[src/rtl/alu_cmd_sequencer.sv]
// alu_cmd_sequencer
//   Clocked front end for a purely combinational 4-bit ALU.
//
//   Commands are queued in a small FIFO. One operand set at a time is
//   registered onto alu_*. The design waits SETTLE cycles, then captures
//   alu_out and offers it downstream on a valid/ready port.
//
//   state   | meaning
//   --------+-----------------------------------------------------------
//   S_IDLE  | no command in flight; pops the FIFO head when one exists
//   S_DRIVE | alu_* held stable, settle counter running down to 0
//   S_HOLD  | result captured, res_valid high until res_ready
module alu_cmd_sequencer #(
  parameter int DEPTH  = 4,
  parameter int SETTLE = 1
) (
  input  logic                       clk,
  input  logic                       rst,
  input  logic                       cmd_valid,
  output logic                       cmd_ready,
  input  logic [3:0]                 cmd_in1,
  input  logic [3:0]                 cmd_in2,
  input  logic [1:0]                 cmd_opcode,
  output logic [3:0]                 alu_in1,
  output logic [3:0]                 alu_in2,
  output logic [1:0]                 alu_opcode,
  input  logic [7:0]                 alu_out,
  output logic                       res_valid,
  input  logic                       res_ready,
  output logic [7:0]                 res_data,
  output logic [1:0]                 res_opcode,
  output logic [$clog2(DEPTH+1)-1:0] fifo_count,
  output logic                       busy
);

  localparam int AW   = $clog2(DEPTH);
  localparam int CW   = $clog2(DEPTH + 1);
  localparam int SW   = $clog2(SETTLE + 1);

  localparam logic [CW-1:0] FULL_COUNT = CW'(DEPTH);
  localparam logic [SW-1:0] SETTLE_LD  = SW'(SETTLE);
  localparam logic [SW-1:0] SETTLE_ONE = SW'(1);

  typedef enum logic [1:0] {
    S_IDLE  = 2'd0,
    S_DRIVE = 2'd1,
    S_HOLD  = 2'd2
  } state_t;

  // FIFO storage: {opcode, in2, in1}
  logic [9:0]    r_mem [DEPTH];
  logic [AW-1:0] r_wr_ptr;
  logic [AW-1:0] r_rd_ptr;
  logic [CW-1:0] r_count;

  state_t        r_state;
  logic [SW-1:0] r_settle;
  logic [3:0]    r_alu_in1;
  logic [3:0]    r_alu_in2;
  logic [1:0]    r_alu_opcode;
  logic          r_res_valid;
  logic [7:0]    r_res_data;
  logic [1:0]    r_res_opcode;

  logic          w_not_full;
  logic          w_push;
  logic          w_pop;
  logic [9:0]    w_head;

  // Readiness comes from the registered count only, so a pop in the same
  // cycle does not free a slot for the producer until the next cycle.
  assign w_not_full = (r_count < FULL_COUNT);
  assign cmd_ready  = w_not_full & ~rst;
  assign w_push     = cmd_valid & cmd_ready;
  // The registered count excludes a push in the same cycle, so a command
  // is never popped on the edge that writes it.
  assign w_pop      = (r_state == S_IDLE) && (r_count != '0);
  assign w_head     = r_mem[r_rd_ptr];

  // Command storage write; contents need no reset because count gates reads.
  always_ff @(posedge clk) begin
    if (w_push) begin
      r_mem[r_wr_ptr] <= {cmd_opcode, cmd_in2, cmd_in1};
    end
  end

  // FIFO pointers and occupancy; pointers wrap naturally (DEPTH is 2^AW).
  always_ff @(posedge clk) begin
    if (rst) begin
      r_wr_ptr <= '0;
      r_rd_ptr <= '0;
      r_count  <= '0;
    end else begin
      if (w_push) begin
        r_wr_ptr <= r_wr_ptr + 1'b1;
      end
      if (w_pop) begin
        r_rd_ptr <= r_rd_ptr + 1'b1;
      end
      case ({w_push, w_pop})
        2'b10:   r_count <= r_count + 1'b1;
        2'b01:   r_count <= r_count - 1'b1;
        default: r_count <= r_count;
      endcase
    end
  end

  // Sequencing FSM with registered ALU operands and result port.
  always_ff @(posedge clk) begin
    if (rst) begin
      r_state      <= S_IDLE;
      r_settle     <= '0;
      r_alu_in1    <= '0;
      r_alu_in2    <= '0;
      r_alu_opcode <= '0;
      r_res_valid  <= 1'b0;
      r_res_data   <= '0;
      r_res_opcode <= '0;
    end else begin
      case (r_state)
        S_IDLE: begin
          if (w_pop) begin
            r_alu_in1    <= w_head[3:0];
            r_alu_in2    <= w_head[7:4];
            r_alu_opcode <= w_head[9:8];
            r_settle     <= SETTLE_LD;
            r_state      <= S_DRIVE;
          end
        end
        S_DRIVE: begin
          r_settle <= r_settle - 1'b1;
          // Counter reaches zero on this edge: the ALU has settled.
          if (r_settle == SETTLE_ONE) begin
            r_res_data   <= alu_out;
            r_res_opcode <= r_alu_opcode;
            r_res_valid  <= 1'b1;
            r_state      <= S_HOLD;
          end
        end
        S_HOLD: begin
          if (r_res_ready_accept(r_res_valid, res_ready)) begin
            r_res_valid <= 1'b0;
            r_state     <= S_IDLE;
          end
        end
        default: begin
          r_res_valid <= 1'b0;
          r_state     <= S_IDLE;
        end
      endcase
    end
  end

  function automatic logic r_res_ready_accept(input logic v, input logic r);
    return v & r;
  endfunction

  assign alu_in1    = r_alu_in1;
  assign alu_in2    = r_alu_in2;
  assign alu_opcode = r_alu_opcode;
  assign res_valid  = r_res_valid;
  assign res_data   = r_res_data;
  assign res_opcode = r_res_opcode;
  assign fifo_count = r_count;
  assign busy       = (r_state != S_IDLE);

endmodule
[config.mk]
export PLATFORM = sky130hd
export DESIGN_NAME = alu_cmd_sequencer
export DESIGN_NICKNAME = d
export VERILOG_FILES = /design/src/rtl/alu_cmd_sequencer.sv
export SDC_FILE = /design/constraint.sdc
export NUM_CORES = 1
export LEC_CHECK = 0
export BUFFER_PORTS_ARGS = -buffer_cell sky130_fd_sc_hd__buf_2
export CELL_PAD_IN_SITES_DETAIL_PLACEMENT = 0
export CELL_PAD_IN_SITES_GLOBAL_PLACEMENT = 2
export CORE_MARGIN = 2
export CORE_UTILIZATION = 39
export CTS_BUF_LIST = sky130_fd_sc_hd__clkbuf_8
export CTS_CLUSTER_DIAMETER = 120
export DETAILED_ROUTE_END_ITERATION = 7
export GPL_TIMING_DRIVEN = 0
export PLACE_DENSITY = 0.8
export SYNTH_ARGS = -nofsm -noshare
export SYNTH_HDL_FRONTEND = slang
export SYNTH_SLANG_ARGS = --single-unit
[constraint.sdc]
create_clock -name clk -period 2.2 [get_ports clk]
set_input_delay 0.22 -clock clk [delete_from_list [all_inputs] [get_ports clk]]
set_output_delay 0.22 -clock clk [all_outputs]
set_load 0.005 [all_outputs]
==> reports/qor.txt, run 1 <==
status - finished, final reports clean
setup TNS - 0 ns
vias in the first global route - 1,588
die area - 7830 µm²
hold crit path type - input port to flip-flop
Sw Ratio - 32.3%
Rows - 30
Vias/cell - 4.65
switching power - 0.00130 W
DP Area - 3130 µm²
first-pass GRT wire length - 7820 µm
Seq. cell area - 1820 µm²
syn nets - 239
Ports - 48
reg-to-reg endpoint - fifo_count[2]$_SDFFE_PP0P_
Max Cap Viol - 0
internal power - 0.00272 W
Place WS - 0.0902 ns
WP data required - 2.46 ns
worst hold start - cmd_in2[2]
post-route clock period utilization - 91.5%
sequential element share of the synthesized area - 65.4%
Worst-path clk slew - 0.08 ns
most frequent cells in the layout - buf_2, edfxtp_1, dfxtp_1
fraction of layout cells with a size suffix above 1 - 29.3%
WS Path Type - flip-flop to flip-flop
mean post-synth cell area - 13.2 µm²
RSZ-0062 raised after global routing - no
DRT iter0 DRCs - 84
setup ws final - 0.187 ns
maximum VDD drop - 0.438 mV
Startpoint Class - flip-flop
CTS Buf Count - 9
Fmax - 497 MHz
Synth Instances - 211
Synth area leader - edfxtp_1
R2R setup slack - 0.19 ns
CTS sink cnt - 71
number of routed nets with antenna violations - 0
Synth Warn # - 0
via count - 1,715
Avg WL per Cell - 13.5 µm
DRT Wirelength - 4980 µm
die height - 88.5 µm
worst hold endpoint - r_mem[1][6]$_DFFE_PP_
Fillers - 626
Synth Cell Area - 2780 µm²
CTS H-tree lvls - 3
worst hold path depth - 1
Setup Skew - 0.0134 ns
Leakage - 1.26 nW
Area contributors post-synth - edfxtp_1, dfxtp_1, mux4_2, a21oi_1, mux4_1
Tot GR Track Use - 13.8%
critical path endpoint category - flip-flop
clock share of power - 25.2%
drt first pass iters - 4
number of hold violations in the final report - 0
Core ar. - 6870 µm²
Antenna diodes - 0
r2r worst-path depth - 9
CTS tree - done
pwr/cell area - 1200 nW/µm²
share of the synthesized area in the top cell type - 43.1%
NumNets Final - 296
largest net degree at the start of global routing - 14
HPWL after DPL - 3400 µm
design area - 3340 µm²
Root Buffer - clkbuf_8
Max Slew Vio Count - 0
Comb pwr share - 31.3%
antenna violations before repair - 0
DRC violations left - 0
PortBufs - 46
setup violators final - 0
Multi-input gate area - 861 µm²
slew margin rel. - 64.1%
synth unique cells - 30
Seq cells post-synth - 71
Routability Congestion - 0.697
Clock Path Buffers - 2
CP max FO - 5
placed cell count - 353
Slew @ Worst Pin - 0.539 ns
Finished Layout Cells - 369
Clock Latency Late Sink - 0.34 ns
Worst EP arrival - 2.27 ns
Worst R2R Start - fifo_count[0]$_SDFFE_PP0P_
grt ovf - 0
P&R area growth vs syn - 20.1%
initial core utilization - 40.5%
Tmin final - 2.01 ns
Sequential Power Share - 43.5%
die width - 88.5 µm
leading cell type in the layout, fill and taps excluded - buf_2
[layer usage]
| layer | share of wire [%] | track usage, % |
|---|---|---|
| met3 | 6.7 | 3.92 |
| met4 | 2.1 | 8.26 |
| met5 | 0 | 0 |
| met1 | 46 | 18.2 |
| met2 | 45 | 20.4 |
[layout make-up]
cell class	instances	area share [%]
Timing Repair Buffer	46	6.88
Inverter	9	1.01
Clock buffer	9	3.70
Sequential cell	71	54.5
Clock inverter	7	2.17
Multi-Input combinational cell	118	25.7
Buffer	13	2.39
Tap cell	96	3.59
[timing repair]
item	CTS	global route
setup buffers	0	0
setup endpoints to repair	0	1
hold buffers	0	0
resized for setup	0	4
[power by group through the flow]
stage                     combinational (W)  clock (W)  sequential [W]
after floorplan                    0.000885          0         0.00176
after global placement              0.00126          0         0.00177
after detailed placement            0.00126          0         0.00177
after CTS                           0.00127    0.00105         0.00174
after global routing                0.00143    0.00111         0.00178
final                               0.00126    0.00101         0.00175
[through the flow]
| stage | total power [W] | hold slack [ns] | util (%) |
|---|---|---|---|
| after CTS | 0.00406 | 0.0758 | 48.5 |
| after detailed placement | 0.00304 | 0.442 | 45.6 |
| after global routing | 0.00432 | 0.0817 | 48.7 |
| after floorplan | 0.00264 | 0.319 | - |
| final | 0.00403 | 0.0909 | 48.7 |
| after global placement | 0.00303 | 0.432 | 45.6 |
[state kept, by name (all words and copies together) (netlist names), 3 cells and up]
| signal | flops |
|---|---|
| fifo_count | 3 |
| alu_in2 | 4 |
| r_mem | 40 |
| res_data | 8 |
| alu_in1 | 4 |
[critical path: stages, from the launching register on]
cell and delay (ns):
dfxtp_1 0.41, or3_4 0.17, nand2_1 0.06, inv_1 0.08
ha_1 0.18, inv_1 0.06, fa_1 0.37, xor2_1 0.16
or3_1 0.30, a21oi_1 0.13
[worst max-delay path by stage]
stage                                  to  depth (start not counted)                       start
6_report       fifo_count[2]$_SDFFE_PP0P_                          9  fifo_count[0]$_SDFFE_PP0P_
5_1_grt        fifo_count[2]$_SDFFE_PP0P_                          9  fifo_count[0]$_SDFFE_PP0P_
4_1_cts        fifo_count[2]$_SDFFE_PP0P_                          9  fifo_count[2]$_SDFFE_PP0P_
3_3_place_gp   fifo_count[2]$_SDFFE_PP0P_                          9  fifo_count[2]$_SDFFE_PP0P_
2_1_floorplan  fifo_count[2]$_SDFFE_PP0P_                          9  fifo_count[2]$_SDFFE_PP0P_
3_5_place_dp   fifo_count[2]$_SDFFE_PP0P_                          9  fifo_count[2]$_SDFFE_PP0P_
[synth_stat cells]
| cell | count |
|---|---|
| buf_6 | 1 |
| xor2_1 | 2 |
| a2111oi_0 | 1 |
| mux4_1 | 4 |
| mux4_2 | 6 |
| o21ai_0 | 13 |
| fa_1 | 1 |
| a21oi_1 | 26 |
| xnor2_1 | 2 |
| nand2_1 | 23 |
| and3b_1 | 1 |
| or3_1 | 3 |
| and2_1 | 4 |
| inv_1 | 9 |
| nor2b_1 | 1 |
| a311oi_1 | 1 |
| a31o_2 | 1 |
| buf_12 | 1 |
| ha_1 | 5 |
| dfxtp_1 | 31 |
| nand3b_1 | 2 |
| clkbuf_2 | 1 |
| buf_2 | 5 |
| o31ai_1 | 1 |
| clkbuf_1 | 5 |
| edfxtp_1 | 40 |
| nor2_1 | 9 |
| nand3_1 | 10 |
| nor3b_2 | 1 |
| nor3_1 | 1 |
[logic make-up after synthesis]
group                      Yosys count  share of synthesized area, %
adders and majority gates            6                          2.97
xor gates and xnor gates             4                          1.26
DFF                                 71                          65.4
and+or+nand+nor                     55                          9.39
AOI/OAI and AO/OA                   43                          8.22
buffers and inverters               22                          4.09
muxes                               10                          8.63
No activity file was read; power rests on OpenSTA's default activity.
==> run 2: changes to the inputs <==
--- a/config.mk
+++ b/config.mk
@@ -8,11 +8,12 @@
 export BUFFER_PORTS_ARGS = -buffer_cell sky130_fd_sc_hd__buf_2
 export CELL_PAD_IN_SITES_DETAIL_PLACEMENT = 0
 export CELL_PAD_IN_SITES_GLOBAL_PLACEMENT = 2
-export CORE_MARGIN = 2
+export CORE_MARGIN = 5
 export CORE_UTILIZATION = 39
 export CTS_BUF_LIST = sky130_fd_sc_hd__clkbuf_8
 export CTS_CLUSTER_DIAMETER = 120
 export DETAILED_ROUTE_END_ITERATION = 7
+export GPL_ROUTABILITY_DRIVEN = 1
 export GPL_TIMING_DRIVEN = 0
 export PLACE_DENSITY = 0.8
 export SYNTH_ARGS = -nofsm -noshare
==> run 2 against run 1 <==
  * Combinational power barely moved
  * Clock power up 8%
  * Register-to-register slack hardly changed
  * Sequential share of layout area shrank 0.14 points
  * Non-clock buffer count unchanged
  * Critical path type unchanged
==> reports/qor.txt, run 2 (same netlist as run 1, synthesis figures left out) <==
Worst-path clk slew - 0.09 ns (was 0.08 ns)
P&R area growth vs syn - 20.4% (was 20.1%)
Ports - 48 (unchanged)
Startpoint Class - flip-flop (unchanged)
CTS Hold Bufs - 0 (unchanged)
DRT Wirelength - 5110 µm (was 4980 µm)
# Post-CTS Setup Buffers - 0 (unchanged)
RSZ-0062 raised after global routing - no (unchanged)
Tmin final - 2.02 ns (was 2.01 ns)
DRC violations left - 0 (unchanged)
Setup Skew - 0.0168 ns (was 0.0134 ns)
largest net degree at the start of global routing - 16 (was 14)
DRT iter0 DRCs - 85 (was 84)
final core utilization - 48.8% (was 48.7%)
Worst R2R Start - r_state[1]$_SDFFE_PP0P_ (was fifo_count[0]$_SDFFE_PP0P_)
Avg WL per Cell - 13.8 µm (was 13.5 µm)
post-route clock period utilization - 91.7% (was 91.5%)
Largest Register - r_mem (unchanged)
via count - 1,716 (was 1,715)
CTS H-tree lvls - 3 (unchanged)
Slew @ Worst Pin - 0.553 ns (was 0.539 ns)
number of routed nets with antenna violations - 0 (unchanged)
CTS tree - done (unchanged)
Largest register FFs - 40 (unchanged)
first-pass GRT wire length - 8630 µm (was 7820 µm)
Clock Path Buffers - 2 (unchanged)
Root Buffer - clkbuf_8 (unchanged)
Core ar. - 6870 µm² (unchanged)
CP max FO - 7 (was 5)
hold crit path type - input port to flip-flop (unchanged)
die width - 94.5 µm (was 88.5 µm)
Crit. Startpoint - r_state[1]$_SDFFE_PP0P_ (was fifo_count[0]$_SDFFE_PP0P_)
CTS Buf Count - 9 (unchanged)
grt ovf - 0 (unchanged)
Antenna diodes - 0 (unchanged)
Max Cap Viol - 0 (unchanged)
pwr/cell area - 1220 nW/µm² (was 1200 nW/µm²)
CTS sink cnt - 71 (unchanged)
die height - 94.5 µm (was 88.5 µm)
Max Slew Vio Count - 0 (unchanged)
Fmax - 496 MHz (was 497 MHz)
maximum VDD drop - 0.565 mV (was 0.438 mV)
Vias/cell - 4.65 (about the same)
HPWL after DPL - 3570 µm (was 3400 µm)
Clock Latency Late Sink - 0.35 ns (was 0.34 ns)
critical path endpoint category - flip-flop (unchanged)
antenna violations before repair - 0 (unchanged)
WP data required - 2.47 ns (was 2.46 ns)
setup TNS - 0 ns (unchanged)
worst hold start - cmd_in1[3] (was cmd_in2[2])
PostCTS Resize Cnt - 0 (unchanged)
number of hold violations in the final report - 0 (unchanged)
WS Path Type - flip-flop to flip-flop (unchanged)
Routability Congestion - 0.710 (was 0.697)
PortBufs - 46 (unchanged)
Worst EP arrival - 2.28 ns (was 2.27 ns)
status - finished, final reports clean (unchanged)
leading cell type in the layout, fill and taps excluded - buf_2 (unchanged)
Tot GR Track Use - 12.9% (was 13.8%)
Rows - 30 (unchanged)
vias in the first global route - 1,748 (was 1,588)
NumNets Final - 296 (unchanged)
die area - 8930 µm² (was 7830 µm²)
fraction of layout cells with a size suffix above 1 - 29.7% (was 29.3%)
most frequent cells in the layout - buf_2, edfxtp_1, dfxtp_1 (unchanged)
setup violators final - 0 (unchanged)
slew margin rel. - 63.1% (was 64.1%)
drt first pass iters - 4 (unchanged)
Leakage - 1.26 nW (about the same)
initial core utilization - 40.5% (unchanged)
-- run 2: final timing paths --
path | slack [ns] | endpoint | cells past startpoint
setup / recovery | 0.18 | fifo_count[2]$_SDFFE_PP0P_ | 9
hold / removal | 0.08 | r_mem[0][3]$_DFFE_PP_ | 1
setup reg to reg | 0.18 | fifo_count[2]$_SDFFE_PP0P_ | 9
hold reg to reg | 0.45 | res_data[3]$_SDFFE_PP0P_ | 2
-- run 2: where the power goes --
| part | internal (W) | total [W] | switching, W |
|---|---|---|---|
| clock network | 0.000549 | 0.00109 | 0.000542 |
| registers | 0.00161 | 0.00174 | 0.000131 |
| logic | 0.000584 | 0.00126 | 0.000674 |
| total | 0.00275 | 0.00409 | 0.00135 |
-- run 2: through the flow --
| step | setup WS, ns | power, W | std cells | hold WS, ns | area [µm²] |
|---|---|---|---|---|---|
| after floorplan | 0.275 | 0.00264 | 211 | 0.319 | 2780 |
| after global placement | 0.110 | 0.00303 | 353 | 0.432 | 3130 |
| after detailed placement | 0.0984 | 0.00303 | 353 | 0.441 | 3130 |
| after CTS | 0.0771 | 0.00413 | 369 | 0.0644 | 3340 |
| after global routing | 0.00725 | 0.00443 | 369 | 0.0554 | 3350 |
| final | 0.183 | 0.00409 | 369 | 0.0822 | 3350 |
-- run 2: layer usage --
metal | part of all wire (%) | track usage (%) | wire length [µm]
met5 | 0 | 0 | 0
met4 | 1.6 | 7.57 | 82
met3 | 6.2 | 3.67 | 316
met2 | 46 | 19.6 | 2330
met1 | 47 | 16.5 | 2380
-- run 2: worst max-delay path: stages, from the launching register on --
cell and delay, ns:
dfxtp_1 0.37, nor2_2 0.18, nand2_1 0.10, inv_1 0.08, ha_1 0.17, inv_1 0.06
fa_1 0.37, xor2_1 0.16, or3_1 0.31, a21oi_1 0.13
-- run 2: cell type report --
class                   count  area [µm²]
clock buffers               9         124
repair buffers             46         230
fillers                   619        3520
plain buffers              13        80.1
multi-input cells         118         856
well taps                  96         120
clock inverters             7        86.3
flip-flops and latches     71        1820
inverters                   9        33.8
